$ cat src/rtl/uart_fifo_bridge_ctrl.sv
// uart_fifo_bridge_ctrl
// Moves bytes from the UART RX FIFO read port to the UART TX FIFO write port,
// adding ADD_VAL (mod 2^DATA_W) to each byte. A local message requester shares
// the TX write port under round-robin arbitration. One transaction is in flight
// at a time; each is followed by RD_GAP idle cycles so the FIFO flags settle.
//
// Ports:
//   clk_in, rst              clock, synchronous active-high reset
//   en                       enable for new grants
//   rx_empty/rx_rd_en/rx_dout  RX FIFO read port (data valid cycle after strobe)
//   tx_full/tx_wr_en/tx_din    TX FIFO write port
//   msg_req/msg_data/msg_ack   local message requester (ack = byte written)
//   busy                     controller not idle
//   rx_cnt/tx_cnt/stall_cnt  statistics (wrap, wrap, saturate)
module uart_fifo_bridge_ctrl #(
  parameter int unsigned DATA_W  = 8,
  parameter int unsigned ADD_VAL = 1,
  parameter int unsigned RD_GAP  = 2,
  parameter int unsigned CNT_W   = 16
) (
  input  logic              clk_in,
  input  logic              rst,
  input  logic              en,
  input  logic              rx_empty,
  output logic              rx_rd_en,
  input  logic [DATA_W-1:0] rx_dout,
  input  logic              tx_full,
  output logic              tx_wr_en,
  output logic [DATA_W-1:0] tx_din,
  input  logic              msg_req,
  input  logic [DATA_W-1:0] msg_data,
  output logic              msg_ack,
  output logic              busy,
  output logic [CNT_W-1:0]  rx_cnt,
  output logic [CNT_W-1:0]  tx_cnt,
  output logic [CNT_W-1:0]  stall_cnt
);

  localparam int unsigned       GapW    = (RD_GAP > 1) ? $clog2(RD_GAP) : 1;
  localparam logic [GapW-1:0]   GapLast = GapW'(RD_GAP - 1);
  localparam logic [DATA_W-1:0] AddVal  = DATA_W'(ADD_VAL);
  localparam logic [CNT_W-1:0]  CntOne  = CNT_W'(1);

  typedef enum logic [2:0] {StIdle, StRd, StCap, StWr, StGap} state_e;
  typedef enum logic {SrcRx, SrcMsg} src_e;

  state_e            state_q, state_d;
  src_e              prio_q, prio_d;
  src_e              src_q, src_d;
  logic [DATA_W-1:0] hold_q, hold_d;
  logic [GapW-1:0]   gap_q, gap_d;
  logic [CNT_W-1:0]  rx_cnt_q, rx_cnt_d;
  logic [CNT_W-1:0]  tx_cnt_q, tx_cnt_d;
  logic [CNT_W-1:0]  stall_cnt_q, stall_cnt_d;

  logic rx_av, ms_av, grant_rx, grant_ms;

  always_comb begin
    state_d     = state_q;
    prio_d      = prio_q;
    src_d       = src_q;
    hold_d      = hold_q;
    gap_d       = gap_q;
    rx_cnt_d    = rx_cnt_q;
    tx_cnt_d    = tx_cnt_q;
    stall_cnt_d = stall_cnt_q;
    rx_rd_en    = 1'b0;
    tx_wr_en    = 1'b0;
    tx_din      = '0;
    msg_ack     = 1'b0;

    rx_av    = en & ~rx_empty;
    ms_av    = en & msg_req;
    // RX wins when alone or when it holds priority; the loser gets priority next.
    grant_rx = rx_av & (~ms_av | (prio_q == SrcRx));
    grant_ms = ms_av & ~grant_rx;

    unique case (state_q)
      StIdle: begin
        if (grant_rx) begin
          state_d = StRd;
          prio_d  = SrcMsg;
        end else if (grant_ms) begin
          state_d = StWr;
          hold_d  = msg_data;
          src_d   = SrcMsg;
          prio_d  = SrcRx;
        end
      end
      StRd: begin
        rx_rd_en = 1'b1;
        rx_cnt_d = rx_cnt_q + CntOne;
        state_d  = StCap;
      end
      StCap: begin
        hold_d  = rx_dout + AddVal;
        src_d   = SrcRx;
        state_d = StWr;
      end
      StWr: begin
        tx_din = hold_q;
        if (tx_full) begin
          if (!(&stall_cnt_q)) stall_cnt_d = stall_cnt_q + CntOne;
        end else begin
          tx_wr_en = 1'b1;
          msg_ack  = (src_q == SrcMsg);
          tx_cnt_d = tx_cnt_q + CntOne;
          gap_d    = GapLast;
          state_d  = StGap;
        end
      end
      StGap: begin
        if (gap_q == '0) state_d = StIdle;
        else             gap_d   = gap_q - 1'b1;
      end
      default: state_d = StIdle;
    endcase

    // Reset aborts the transaction in its own cycle: no strobe may escape.
    if (rst) begin
      rx_rd_en = 1'b0;
      tx_wr_en = 1'b0;
      tx_din   = '0;
      msg_ack  = 1'b0;
    end
  end

  always_ff @(posedge clk_in) begin
    if (rst) begin
      state_q     <= StIdle;
      prio_q      <= SrcRx;
      src_q       <= SrcRx;
      hold_q      <= '0;
      gap_q       <= '0;
      rx_cnt_q    <= '0;
      tx_cnt_q    <= '0;
      stall_cnt_q <= '0;
    end else begin
      state_q     <= state_d;
      prio_q      <= prio_d;
      src_q       <= src_d;
      hold_q      <= hold_d;
      gap_q       <= gap_d;
      rx_cnt_q    <= rx_cnt_d;
      tx_cnt_q    <= tx_cnt_d;
      stall_cnt_q <= stall_cnt_d;
    end
  end

  assign busy      = (state_q != StIdle);
  assign rx_cnt    = rx_cnt_q;
  assign tx_cnt    = tx_cnt_q;
  assign stall_cnt = stall_cnt_q;

endmodule
$ cat config.mk
export PLATFORM = sky130hd
export DESIGN_NAME = uart_fifo_bridge_ctrl
export DESIGN_NICKNAME = d
export VERILOG_FILES = /design/src/rtl/uart_fifo_bridge_ctrl.sv
export SDC_FILE = /design/constraint.sdc
export NUM_CORES = 1
export LEC_CHECK = 0
export ABC_AREA = 1
export CAP_MARGIN = 20
export CELL_PAD_IN_SITES_DETAIL_PLACEMENT = 1
export CELL_PAD_IN_SITES_GLOBAL_PLACEMENT = 1
export CORE_ASPECT_RATIO = 1.4
export CORE_MARGIN = 4
export CORE_UTILIZATION = 37
export CTS_CLUSTER_DIAMETER = 200
export DETAILED_ROUTE_END_ITERATION = 10
export GPL_TIMING_DRIVEN = 0
export PLACE_DENSITY_LB_ADDON = 0.1
export SETUP_SLACK_MARGIN = 0.2
export SYNTH_ARGS = -nofsm -noshare
export SYNTH_HDL_FRONTEND = slang
export SYNTH_SLANG_ARGS = --single-unit
export TNS_END_PERCENT = 20
$ cat constraint.sdc
create_clock -name clk_in -period 3.64 [get_ports clk_in]
set_input_delay 0.546 -clock clk_in [delete_from_list [all_inputs] [get_ports clk_in]]
set_output_delay 0.546 -clock clk_in [all_outputs]
set_load 0.05 [all_outputs]
==> impl_metrics.py <==
metrics = {
    "drt": {
        "vias": 3714,
        "drt_wl_total_um": 10740,
        "avgViaCountPerCell": 5.074,
        "drc": 0,
        "postRouteAntennaNets": 0,
        "drtPass1Iterations": 4,
        "wl_per_cell_um": 14.67,
        "first_iter_violations": 90,
    },
    "placed_design": {
        "dp_hpwl_um": 8234,
        "port_buffers": 80,
        "routabilityCongestion": 0.8385,
    },
    "global_routing": {
        "grt_first_pass_wirelength_um": 17730,
        "grt_max_degree": 11,
        "antenna_found_initial": 0,
        "grt_overflow": 0,
        "grt_pass1_vias": 3900,
        "grt_usage": 0.2085,
    },
    "sta": {
        "slew_headroom": 0.5864,
        "hold_viol": 0,
        "slew_violations": 0,
        "period_needed_ns": 3.261,
        "worst_pin_slew_ns": 0.6204,
        "period_share": 0.8958,
        "fmax_mhz": 306.7,
        "fin_setup_tns_ns": 0,
        "rsz0062_at_grt": "no",
        "fin_skew_ns": 0.008472,
        "finalSetupViolations": 0,
    },
    "synth": {
        "ys_ff_latch": 62,
        "yosys_warnings": 0,
        "avgSynthCellArea_um2": 6.514,
        "muxShareOfSynthArea": 0,
        "synth_enable_flop_cells": 0,
        "synth_compound_area_frac": 0.1195,
        "netlist-cell-type-count": 32,
        "synth_seq_area_share": 0.3602,
        "syn_inst": 529,
        "syn_nets": 555,
        "yosys_most_used_dff": "dfxtp_1",
        "syn-cell-area_mm2": 0.003446,
        "async_flop_share": 0,
        "synth_adder_area_share": 0.01452,
        "synthXorXnorAreaFrac": 0.02033,
        "synth_top_family_by_area": "simple AND/OR/NAND/NOR gates",
        "synth-simple-area-share": 0.3947,
    },
    "clock_tree": {
        "insertion_delay_ns": 0.33,
        "clk_path_buf_depth": 2,
        "cts_sinks": 62,
        "cts_hold_buf": 0,
        "cts_tree": "built",
        "ctsResizeCount": 0,
        "numCtsBuffers": 9,
        "cts.reportedPaths.clkPinSlew_ns": 0.06,
        "cts-root-buf": "clkbuf_16",
        "h-tree-depth": 3,
        "post_cts_buffers": 0,
    },
    "final_layout": {
        "fillerInstances": 1198,
        "final_common_cell": "nand2_1",
        "multi_input_area_mm2": 0.001892,
        "diodes": 0,
        "finish.utilization": 0.5194,
        "area_growth_pct": 36.86,
        "layout_common_cells": "nand2_1, clkdlybuf4s50_1, nor2_1",
        "seq_area_mm2": 0.001241,
        "nets": 646,
        "drive_gt1_frac": 0.08000,
    },
    "worst_setup_path": {
        "crit_path_end_kind": "output port",
        "critical_path_arrival_ns": 2.71,
        "cp-start-kind": "input pin",
        "crit_required_ns": 3.09,
        "crit_type": "in -> out",
        "cp_max_fo": 9,
    },
    "floorplan": {
        "die_w_um": 89.56,
        "dieArea_mm2": 0.01094,
        "start_util": 0.3795,
        "core.rowCount": 41,
        "die_y_um": 122.2,
        "core_area_mm2": 0.009080,
        "ios": 82,
    },
    "status": {
        "outcome": "completed",
    },
    "min_path": {
        "hp-class": "reg -> reg",
    },
    "job": {
        "maxCapViolCount": 0,
    },
    "power": {
        "vdd.ir_drop.worst_uv": 253.0,
        "p_total_mw": 1.957,
        "leakage_nw": 1.798,
        "p_per_area_mw_per_mm2": 415.0,
    },
}
==> sequential cells by signal, summed over array words and instances, names as in the netlist <==
signal,flops
hold_q,8
rx_cnt,16
stall_cnt,16
src_q,1
tx_cnt,16
prio_q,1
state_q,3
gap_q,1
==> final timing paths <==
check,startpoint,to,slack (ns),depth (start not counted)
min reg2reg,hold_q[1]$_SDFFE_PP0P_,hold_q[1]$_SDFFE_PP0P_,0.46,2
max reg2reg,stall_cnt[1]$_SDFFE_PP0P_,stall_cnt[3]$_SDFFE_PP0P_,1.80,10
max,tx_full,msg_ack,0.38,7
min,hold_q[1]$_SDFFE_PP0P_,hold_q[1]$_SDFFE_PP0P_,0.46,2
==> synth_stat cells, types with 2 or more instances <==
cell type | instances | area share
ha_1 | 4 | 0.015
a21oi_2 | 4 | 0.010
nor2_1 | 76 | 0.083
a21oi_1 | 36 | 0.052
nand2_4 | 2 | 0.0065
nor3_1 | 13 | 0.019
nand2_1 | 130 | 0.14
nor2_4 | 3 | 0.0098
nand4_1 | 10 | 0.018
nor2_2 | 7 | 0.013
xor2_1 | 5 | 0.013
nand2_2 | 4 | 0.0073
inv_1 | 65 | 0.071
inv_2 | 2 | 0.0022
dfxtp_1 | 62 | 0.36
buf_2 | 4 | 0.0058
nand3b_1 | 3 | 0.0065
nand3_4 | 2 | 0.010
xnor2_1 | 3 | 0.0076
o21ai_0 | 35 | 0.051
or2_2 | 3 | 0.0054
clkbuf_1 | 7 | 0.0076
nand3_1 | 40 | 0.058
==> cell families after synthesis <==
group	Yosys count
AOI/OAI and AO/OA	78
xor gates and xnor gates	8
adders and majority gates	4
buffers and inverters	80
DFF	62
and+or+nand+nor	297
==> layer usage <==
layer	share of wire	wire [um]	GRT usage
met3	0.026	274	0.03924
met2	0.54	5804	0.3782
met4	0.015	164	0.07076
met1	0.42	4492	0.2371
met5	0	0	0
==> power breakdown <==
part | leakage [nW] | internal [mW] | switching [mW]
logic | 1.13 | 0.0896 | 0.172
registers | 0.502 | 0.711 | 0.0189
clock network | 0.166 | 0.655 | 0.311
==> layout make-up <==
type / count / area share
Clock buffer: 13 / 0.05731
Timing Repair Buffer: 80 / 0.1698
Clock inverter: 3 / 0.01380
Sequential cell: 62 / 0.2632
Inverter: 68 / 0.05413
Buffer: 12 / 0.01220
Tap cell: 107 / 0.02839
Multi-Input combinational cell: 387 / 0.4012
==> stage by stage <==
stage / area, um2 / setup slack [ns] / cells / hold WS [ns]
after floorplan: 3446 / 0.7006 / 529 / 0.4307
after global placement: 4380 / 0.3804 / 716 / 0.4416
after detailed placement: 4380 / 0.3629 / 716 / 0.4576
after CTS: 4716 / 0.3601 / 732 / 0.4655
after global routing: 4716 / 0.2241 / 732 / 0.4908
final: 4716 / 0.3794 / 732 / 0.4624
==> worst max-delay path: stages <==
cell and delay (ns):
clkdlybuf4s50_1 0.54, nor2_8 0.24, inv_1 0.13, nor2_1 0.21, inv_1 0.09, nor2_1 0.13, clkdlybuf4s50_1 0.82
Power figures use the tool's default switching activity.
